`src/rtl/ram_dump_tx.sv`:
```
// ram_dump_tx: reads words back from the line-organised main RAM and sends them out on a UART.
// On start_i (while idle) the engine fetches cache lines and transmits the requested words
// LSB-byte first, each byte as one 8N1 frame.
//
// Ports:
//   clk_i         core clock
//   rst_ni        synchronous active-low reset
//   start_i       begin dump (sampled only while idle)
//   start_addr_i  first word address
//   word_count_i  number of words to send (0 is legal)
//   busy_o        high while a dump is in progress
//   done_o        one-cycle pulse at the end of a dump
//   mem_addr_o    line-aligned word address to RAM
//   mem_rd_en_o   one-cycle read strobe per line
//   mem_rdata_i   RAM line data, valid the cycle after mem_rd_en_o
//   uart_tx_o     serial output, idles high
module ram_dump_tx #(
  parameter int unsigned CLK_FREQ         = 1_000_000,
  parameter int unsigned BAUD_RATE        = 100_000,
  parameter int unsigned ADDR_WIDTH       = 15,
  parameter int unsigned CACHE_LINE_WIDTH = 128,
  parameter int unsigned WORD_WIDTH       = 32
) (
  input  logic                        clk_i,
  input  logic                        rst_ni,
  input  logic                        start_i,
  input  logic [ADDR_WIDTH-1:0]       start_addr_i,
  input  logic [ADDR_WIDTH:0]         word_count_i,
  output logic                        busy_o,
  output logic                        done_o,
  output logic [ADDR_WIDTH-1:0]       mem_addr_o,
  output logic                        mem_rd_en_o,
  input  logic [CACHE_LINE_WIDTH-1:0] mem_rdata_i,
  output logic                        uart_tx_o
);

  localparam int unsigned DIV            = CLK_FREQ / BAUD_RATE;
  localparam int unsigned DIV_W          = (DIV > 1) ? $clog2(DIV) : 1;
  localparam int unsigned WORDS_PER_LINE = CACHE_LINE_WIDTH / WORD_WIDTH;
  localparam int unsigned OFF_W          = $clog2(WORDS_PER_LINE);
  localparam int unsigned BYTES          = WORD_WIDTH / 8;
  localparam int unsigned BYTE_W         = $clog2(BYTES);

  typedef enum logic [2:0] {
    StIdle, StRdReq, StRdWait, StTxStart, StTxData, StTxStop, StNext, StDone
  } state_e;

  state_e                      state_q, state_d;
  logic [ADDR_WIDTH-1:0]       cur_addr_q, cur_addr_d;
  logic [ADDR_WIDTH:0]         remaining_q, remaining_d;
  logic [CACHE_LINE_WIDTH-1:0] linebuf_q, linebuf_d;
  logic [DIV_W-1:0]            baud_cnt_q, baud_cnt_d;
  logic [2:0]                  bit_idx_q, bit_idx_d;
  logic [BYTE_W-1:0]           byte_idx_q, byte_idx_d;
  logic                        busy_d, done_d, rd_en_d, tx_d;
  logic [ADDR_WIDTH-1:0]       mem_addr_d;
  logic [ADDR_WIDTH-1:0]       addr_inc;
  logic [OFF_W-1:0]            word_off;
  logic [WORD_WIDTH-1:0]       word_sel;
  logic [7:0]                  tx_byte;
  logic                        baud_done;

  assign word_off  = cur_addr_q[OFF_W-1:0];
  assign word_sel  = linebuf_q[word_off*WORD_WIDTH +: WORD_WIDTH];
  assign tx_byte   = word_sel[byte_idx_q*8 +: 8];
  assign baud_done = (baud_cnt_q == DIV_W'(DIV - 1));
  assign addr_inc  = cur_addr_q + 1'b1;

  always_comb begin
    state_d     = state_q;
    cur_addr_d  = cur_addr_q;
    remaining_d = remaining_q;
    linebuf_d   = linebuf_q;
    baud_cnt_d  = baud_cnt_q;
    bit_idx_d   = bit_idx_q;
    byte_idx_d  = byte_idx_q;

    unique case (state_q)
      StIdle: begin
        if (start_i) begin
          cur_addr_d  = start_addr_i;
          remaining_d = word_count_i;
          state_d     = (word_count_i == '0) ? StDone : StRdReq;
        end
      end
      StRdReq: state_d = StRdWait;
      StRdWait: begin
        linebuf_d  = mem_rdata_i;
        byte_idx_d = '0;
        baud_cnt_d = '0;
        state_d    = StTxStart;
      end
      StTxStart: begin
        if (baud_done) begin
          baud_cnt_d = '0;
          bit_idx_d  = '0;
          state_d    = StTxData;
        end else begin
          baud_cnt_d = baud_cnt_q + 1'b1;
        end
      end
      StTxData: begin
        if (baud_done) begin
          baud_cnt_d = '0;
          if (bit_idx_q == 3'd7) state_d = StTxStop;
          else                   bit_idx_d = bit_idx_q + 1'b1;
        end else begin
          baud_cnt_d = baud_cnt_q + 1'b1;
        end
      end
      StTxStop: begin
        if (baud_done) begin
          baud_cnt_d = '0;
          if (byte_idx_q != BYTE_W'(BYTES - 1)) begin
            byte_idx_d = byte_idx_q + 1'b1;
            state_d    = StTxStart;
          end else begin
            state_d = StNext;
          end
        end else begin
          baud_cnt_d = baud_cnt_q + 1'b1;
        end
      end
      StNext: begin
        remaining_d = remaining_q - 1'b1;
        cur_addr_d  = addr_inc;
        byte_idx_d  = '0;
        baud_cnt_d  = '0;
        if (remaining_q == (ADDR_WIDTH+1)'(1))  state_d = StDone;
        // Offset wrapping to zero means the buffered line is used up (or the address wrapped).
        else if (addr_inc[OFF_W-1:0] == '0)     state_d = StRdReq;
        else                                    state_d = StTxStart;
      end
      StDone:  state_d = StIdle;
      default: state_d = StIdle;
    endcase

    // Outputs are registered from the next state so they line up with the state register.
    busy_d     = !(state_d inside {StIdle, StDone});
    done_d     = (state_d == StDone);
    rd_en_d    = (state_d == StRdReq);
    mem_addr_d = rd_en_d ? {cur_addr_d[ADDR_WIDTH-1:OFF_W], {OFF_W{1'b0}}} : mem_addr_o;
    unique case (state_d)
      StTxStart: tx_d = 1'b0;
      StTxData:  tx_d = tx_byte[bit_idx_d];
      default:   tx_d = 1'b1;
    endcase
  end

  always_ff @(posedge clk_i) begin
    if (!rst_ni) begin
      state_q     <= StIdle;
      cur_addr_q  <= '0;
      remaining_q <= '0;
      linebuf_q   <= '0;
      baud_cnt_q  <= '0;
      bit_idx_q   <= '0;
      byte_idx_q  <= '0;
      busy_o      <= 1'b0;
      done_o      <= 1'b0;
      mem_rd_en_o <= 1'b0;
      mem_addr_o  <= '0;
      uart_tx_o   <= 1'b1;
    end else begin
      state_q     <= state_d;
      cur_addr_q  <= cur_addr_d;
      remaining_q <= remaining_d;
      linebuf_q   <= linebuf_d;
      baud_cnt_q  <= baud_cnt_d;
      bit_idx_q   <= bit_idx_d;
      byte_idx_q  <= byte_idx_d;
      busy_o      <= busy_d;
      done_o      <= done_d;
      mem_rd_en_o <= rd_en_d;
      mem_addr_o  <= mem_addr_d;
      uart_tx_o   <= tx_d;
    end
  end

endmodule

```
`config.mk`:
```
export PLATFORM = sky130hd
export DESIGN_NAME = ram_dump_tx
export DESIGN_NICKNAME = d
export VERILOG_FILES = /design/src/rtl/ram_dump_tx.sv
export SDC_FILE = /design/constraint.sdc
export NUM_CORES = 1
export LEC_CHECK = 0
export BUFFER_PORTS_ARGS = -buffer_cell sky130_fd_sc_hd__buf_2
export CORE_ASPECT_RATIO = 0.6
export CORE_UTILIZATION = 59
export CTS_CLUSTER_SIZE = 8
export DETAILED_ROUTE_END_ITERATION = 16
export PLACE_DENSITY = 0.9
export SETUP_SLACK_MARGIN = 0.4
export SYNTH_ARGS = -nofsm -noshare
export SYNTH_HDL_FRONTEND = slang
export SYNTH_SLANG_ARGS = --single-unit
```
`constraint.sdc`:
```
create_clock -name clk_i -period 3.15 [get_ports clk_i]
set_input_delay 0.315 -clock clk_i [delete_from_list [all_inputs] [get_ports clk_i]]
set_output_delay 0.315 -clock clk_i [all_outputs]
set_load 0.05 [all_outputs]
```
==> results.cfg, run 1 <==
[floorplan]
core_mm2 = 0.0140
die_h_um = 96.1
top_level_ports = 181
start_util_pct = 62.0
die_w_um = 159
placementRows = 33
dieArea_mm2 = 0.0153

[drt]
drc_errors = 0
vias_per_cell = 6.02
drt-initial-drc-count = 1031
wl_um = 24700
firstDrtPassIters = 6
wire_per_inst_um = 17.6
ant_nets = 0
vias = 8423

[worst_setup_path]
end_kind = flop
critPathArrivalTime_ns = 2.93
path_common_cell = a21oi_1
slowest_delay_ns = 0.64
worstSetupPathType = flop to flop
worstPathMaxFanout = 14
cp_slowest_cell = nor2_1
crit_chain = and3b_1 -> buf_4 -> nor2_1 -> a21oi_1 -> a21oi_1 -> a21oi_1 -> a211oi_2
r2r_end = mem_addr_o[11]
rrSetupSlack_ns = 0.56
r2r-start = state_q[0]
worstPathRequired_ns = 3.49
startpoint_type = flop
rr_worst_depth = 7

[sta]
period_needed_ns = 2.59
fmax_mhz = 386
skew_ns = 0.0163
worst_pin_slew_ns = 0.826
relSlewSlack_pct = 44.7
rsz0062_at_grt = false
slew_viol_final = 0
fin_ws_ns = 0.557
setup_tns_ns = 0
hold_viol_final = 0
post-route-period-util_pct = 82.3
setup_viol = 0

[synth]
synth_top_area_cell = dfxtp_1
yosysTopAreaCellShare_pct = 43.2
ys_async_sr_fraction_pct = 0
ys_dominant_reg_cell = dfxtp_1
synth_top_family_by_area = simple AND/OR/NAND/NOR gates
synth_xor_area_share_pct = 0.402
synth-seq-area-share_pct = 43.2
synth_edf_count = 0
muxShareOfSynthArea_pct = 8.19
synth_area_leaders = dfxtp_1, nand2_1, a21oi_1
ys_ff_latch = 188
syn_inst = 1057
synth.distinct_cells = 77
syn_area_per_cell_um2 = 8.24
synth_compound_area_share_pct = 20.0
netlist_area_mm2 = 0.00871
yosys.area_share.simple_pct = 22.1
yosysWarnings = 0
synth_fa_ha_area_share_pct = 1.15

[min_path]
worstHoldPathCells = 3
min_from = mem_rdata_i[49]
hold_end = linebuf_q[49]
worstHoldPathType = input pin to flop

[clocking]
ctsHoldBuffers = 0
htreeDepth = 4
numCtsBuffers = 17
clk_pin_slew_ns = 0.08
cts_root_buf = clkbuf_16
cts_sinks = 188
clk_path_buf_depth = 2
cts_tree = yes
clk_latency_ns = 0.44

[power_and_ir_drop]
p_leak_uw = 0.00391
p_per_area_mw_per_mm2 = 564
vdd_drop_max_mv = 0.382

[placed_design]
hpwl_um = 16800
gp_congestion = 0.919
port_buffers = 178
place_worst_setup_slack_ns = 0.327

[global_route]
overflow = 0
grt_start_max_net_pins = 80
grt_pass1_vias = 7595
antenna_found_initial = 0
grtUsageTotal_pct = 32.9
grt_pass1_wl_um = 38800

[outcome]
outcome = complete, no violations

[final_layout]
diodes = 0
area_growth_pct = 18.3
fin_nets = 1366
layout-drive-gt1-share_pct = 23.2
final_core_util_pct = 73.4

[job]
maxCapViolations = 0
[worst max-delay path: cells and delay by family, from the launching register on]
kind / cells / cell delay, ns
AOI/OAI and AO/OA: 4 / 0.64
buffers and inverters: 1 / 0.25
DFF: 1 / 0.61
and+or+nand+nor: 2 / 1.00
[Yosys cell counts, types with 3 or more instances]
| cell type | instances |
|---|---|
| a211oi_2 | 9 |
| clkbuf_1 | 53 |
| a22oi_1 | 5 |
| o21ai_0 | 27 |
| a21oi_1 | 155 |
| o211ai_1 | 4 |
| nand2b_1 | 7 |
| nand4_1 | 9 |
| buf_2 | 7 |
| nand2_1 | 295 |
| nor3_1 | 12 |
| nor4_1 | 5 |
| nor3b_1 | 3 |
| dfxtp_1 | 188 |
| mux4_2 | 16 |
| ha_1 | 8 |
| buf_6 | 5 |
| mux2i_1 | 33 |
| nor2_1 | 65 |
| and2_1 | 6 |
| o311a_1 | 3 |
| o21a_1 | 5 |
| a31oi_1 | 9 |
| buf_1 | 4 |
| a221oi_1 | 20 |
| a211oi_1 | 3 |
| xor2_1 | 3 |
| inv_1 | 10 |
| buf_4 | 8 |
| nand3_1 | 13 |
| a32oi_1 | 4 |
| and3_1 | 3 |
[layer usage]
layer	vias to the layer above	track usage, %	wire length [um]
met3	39	9.39	2790
met1	3910	46.5	11000
met2	483	48.9	10500
met5	-	0	0
met4	0	9.47	377
li1	3991	-	-
[final cells by class]
type / count / area (um2)
Sequential cell: 188 / 3770
Tap cell: 192 / 240
Fill cell: 1033 / 3740
Timing Repair Buffer: 197 / 1110
Clock inverter: 14 / 155
Multi-Input combinational cell: 782 / 4570
Clock buffer: 17 / 425
Inverter: 10 / 40.0
[registers in the layout (all words and copies together) (netlist names)]
register / flops
byte_idx_q: 2
remaining_q: 16
done_o: 1
uart_tx_o: 1
state_q: 3
linebuf_q: 128
baud_cnt_q: 4
busy_o: 1
bit_idx_q: 3
mem_addr_o: 13
mem_rd_en_o: 1
cur_addr_q: 15
[cell usage in the layout (no fill, tap or decap), types with 3 or more instances in the layout]
cell type    n
and2_1       6
nand4_1      9
nand2b_1     7
o311a_1      3
mux4_2      16
inv_1        9
nor4_1       5
buf_4       13
nor3_1      12
a32oi_1      4
nand3_1     13
clkbuf_16   17
a211oi_1     3
buf_12       6
a221oi_1    20
a22oi_1      5
xor2_1       3
o21a_1       5
a211oi_2     9
mux2i_1     33
ha_1         8
inv_8        4
and3_1       3
o211ai_1     4
clkinv_4     4
nor2_1      64
nor3b_1      3
dfxtp_1    186
o21ai_0     27
nand2_1    295
buf_2      178
a31oi_1      9
a21oi_1    155
[power by group]
group / switching, uW / leakage (uW) / internal (uW) / total [uW]
clock: 1000 / 0.000280 / 1120 / 2120
sequential: 125 / 0.00153 / 2540 / 2670
combinational: 638 / 0.00210 / 384 / 1020
[through the flow]
| stage | instances | total power (uW) | cell area (um2) | hold WS, ns |
|---|---|---|---|---|
| floorplan | 1058 | 3360 | 8710 | 0.433 |
| global placement | 1364 | 3640 | 9650 | 0.440 |
| detailed placement | 1364 | 3670 | 9650 | 0.443 |
| CTS | 1396 | 5780 | 10300 | 0.107 |
| global route | 1400 | 6010 | 10300 | 0.118 |
| finish | 1400 | 5810 | 10300 | 0.111 |
[cells by family (layout without fill, tap and decap cells)]
group                    Yosys count  in the layout
flip-flops                       188            188
adder cells (fa/ha/maj)            8              8
AO/OA/AOI/OAI                    275            275
XOR/XNOR                           4              4
buffers and inverters             89            238
multiplexers                      51             51
AND/OR/NAND/NOR                  441            442
other                              1              2
[repair_timing]
item | in CTS | in global routing
endpoints found under the setup margin | 13 | 17
setup buffers | 0 | 4
pin swaps | 1 | 2
hold endpoints to repair | 0 | 0
cloned | 1 | 0
gates resized for setup | 1 | 2
[worst max path at each step]
stage	cells past startpoint	from	end	slack, ns
final	7	state_q[0]	mem_addr_o[11]	0.56
after global routing	6	state_q[0]	mem_addr_o[6]	0.45
after CTS	6	state_q[2]	mem_addr_o[14]	0.48
after detailed placement	6	state_q[2]	mem_addr_o[6]	0.33
after global placement	6	state_q[2]	mem_addr_o[7]	0.43
after floorplan	9	baud_cnt_q[0]	mem_addr_o[10]	1.11
No activity file was read; power rests on OpenSTA's default activity.
==> inputs of run 2 (changes only) <==
- ABC_AREA: not set -> 1
- CORE_UTILIZATION: 59 -> 56
- PLACE_DENSITY: 0.9 -> 0.86
- clock period: 3.15 -> 2.7 ns (I/O delays scaled with it)
==> run 2 against run 1 <==
Sequential share of layout area is 1.5 points lower. Cell count up 19%. Die area is 10% higher. Highest routed layer unchanged.
==> results.cfg, run 2 <==
[outcome]
outcome = complete, no violations

[floorplan]
dieArea_mm2 = 0.0168
die_h_um = 101
placementRows = 35
die_w_um = 167
top_level_ports = 181
start_util_pct = 58.4
core_mm2 = 0.0156

[synth]
netlist_area_mm2 = 0.00914
yosysMostFrequentCell = nand2_1
ys_ff_latch = 188
syn_area_per_cell_um2 = 6.91
yosysWarnings = 0
synth_common_cells = nand2_1, dfxtp_1, inv_1
synth-seq-area-share_pct = 41.2
synth_edf_count = 0
ys_async_sr_fraction_pct = 0
yosysTopAreaCellShare_pct = 41.2
syn_inst = 1322
synth.distinct_cells = 47
synth_area_leaders = dfxtp_1, nand2_1, a21oi_1
ys_dominant_reg_cell = dfxtp_1
synth_top_area_cell = dfxtp_1

[final_layout]
seq_area_mm2 = 0.00376
reg.largest.list = linebuf_q x128, remaining_q x16, cur_addr_q x15
layout_common_cells = nand2_1, dfxtp_1, buf_2
multi_input_comb_area_mm2 = 0.00432
largest_register_ff_count = 128
area_growth_pct = 17.4
filler_cell_count = 1311
layout-drive-gt1-share_pct = 18.4
fin_nets = 1622
mostFrequentLayoutCell = nand2_1
max_flop_register = linebuf_q

[global_route]
antenna_found_initial = 1
overflow = 0
grtUsageTotal_pct = 33.2
grt_pass1_wl_um = 43700
grt_pass1_vias = 8264
grt_start_max_net_pins = 130

[worst_setup_path]
worstPathRequired_ns = 2.98
end_kind = flop
cp_slowest_cell = o21ai_0
crit_chain = inv_1 -> nor2_2 -> nand2_2 -> nand2_1 -> o22ai_1 -> o21ai_0 -> nand2_1 -> nand2_2 -> a21oi_2
worstPathMaxFanout = 10
path_buf_inv = 1
slowest_delay_ns = 0.43
critPathTopFamily = simple AND/OR/NAND/NOR gates
worstSetupPathType = flop to flop
startpoint_type = flop
critPathArrivalTime_ns = 2.47

[drt]
vias = 9467
firstDrtPassIters = 6
wire_per_inst_um = 16.6
vias_per_cell = 5.67
drc_errors = 0
wl_um = 27700
ant_nets = 0
drt-initial-drc-count = 1446

[sta]
post-route-period-util_pct = 81.1
hold_viol_final = 0
skew_ns = 0.0103
worst_pin_slew_ns = 1.09
setup_tns_ns = 0
relSlewSlack_pct = 27.1
slew_viol_final = 0
period_needed_ns = 2.19
fin_ws_ns = 0.509
fmax_mhz = 457
setup_viol = 0
rsz0062_at_grt = true

[power_and_ir_drop]
pwr-share-seq_pct = 41.1
vdd_drop_max_mv = 0.388
pwr-share-clk_pct = 31.5
p_comb_share_pct = 27.4
p_per_area_mw_per_mm2 = 765
power_switching_share_pct = 35.2
p_int_uw = 5320
p_sw_uw = 2890
p_leak_uw = 0.00472

[job]
maxCapViolations = 0

[clocking]
numCtsBuffers = 17
cts_root_buf = clkbuf_16
clk_latency_ns = 0.43
clk_pin_slew_ns = 0.07
cts_tree = yes
htreeDepth = 4
cts_sinks = 188
clk_path_buf_depth = 2
cts_setup_buffers = 0

[placed_design]
gp_congestion = 1.01
hpwl_um = 19800
place_worst_setup_slack_ns = 0.433
port_buffers = 178

[min_path]
worstHoldPathType = input pin to flop
[run 2: cell types whose count changed after synthesis, sizes merged, moves of 7 or more]
| cell | previous run | this run |
|---|---|---|
| a211oi | 12 | 4 |
| a21oi | 155 | 172 |
| a221oi | 21 | 5 |
| inv | 10 | 183 |
| mux2i | 33 | 0 |
| mux4 | 16 | 0 |
| nand2 | 296 | 233 |
| nand2b | 7 | 0 |
| nand3 | 13 | 153 |
| nor2 | 65 | 72 |
| o211ai | 4 | 17 |
| o21ai | 31 | 154 |
[run 2: area by class of cell]
cell class	instances	share of cell area, %
multi-input combinational	866	40.3
sequential	188	35.1
inverter	185	6.57
clock inverter	12	1.42
antenna	1	0.0233
tap	203	2.37
timing repair buffer	194	10.0
clock buffer	20	4.17
[run 2: kinds of logic after synthesis]
group | after synthesis | share of synthesized area [%]
simple gates | 479 | 23.6
compound gates | 369 | 21.7
buf+inv | 269 | 11.7
flops | 188 | 41.2
xor+xnor | 8 | 0.767
fa+ha+maj | 8 | 1.10
other cells | 1 | 0.0410
[run 2: final timing paths]
kind / slack [ns] / cells past startpoint / end / start
setup / recovery: 0.51 / 9 / mem_addr_o[13] / state_q[1]
hold / removal: 0.11 / 3 / linebuf_q[108] / mem_rdata_i[108]
setup reg to reg: 0.51 / 9 / mem_addr_o[13] / state_q[1]
hold reg to reg: 0.45 / 2 / linebuf_q[100] / linebuf_q[100]
[run 2: worst reg2reg max path, stage by stage, from the launching register on]
cell     delay, ns
dfxtp_1       0.38
inv_1         0.08
nor2_2        0.25
nand2_2       0.27
nand2_1       0.28
o22ai_1       0.11
o21ai_0       0.43
nand2_1       0.12
nand2_2       0.09
a21oi_2       0.04
[run 2: through the flow]
stage | utilization, % | hold WS [ns] | cell area (um2) | instances | total power (uW)
detailed placement | 64.6 | 0.445 | 10100 | 1636 | 5590
global placement | 64.6 | 0.440 | 10100 | 1636 | 5540
floorplan | - | 0.418 | 9140 | 1323 | 4970
global route | 68.6 | 0.116 | 10700 | 1669 | 8610
CTS | 68.5 | 0.109 | 10700 | 1668 | 8140
finish | 68.6 | 0.110 | 10700 | 1669 | 8210
[run 2: power by group through the flow]
stage,logic [uW],clock network [uW],registers [uW]
2_1_floorplan,1430,0,3530
3_3_place_gp,2130,0,3410
3_5_place_dp,2170,0,3420
4_1_cts,2190,2590,3360
5_1_grt,2480,2730,3410
6_report,2250,2590,3370
[run 2: timing repair]
action                     4_1_cts  5_1_grt
hold buffers                     0        0
setup endpoints to repair        1       21
resized for setup                1        7
[run 2: metal layers]
metal / up-vias / routed length, um / global-route usage [%]
li1: 4606 / - / -
met2: 601 / 10400 / 42.9
met5: - / 0 / 0
met3: 38 / 3760 / 8.91
met4: 0 / 400 / 7.83
met1: 4222 / 13100 / 52.6
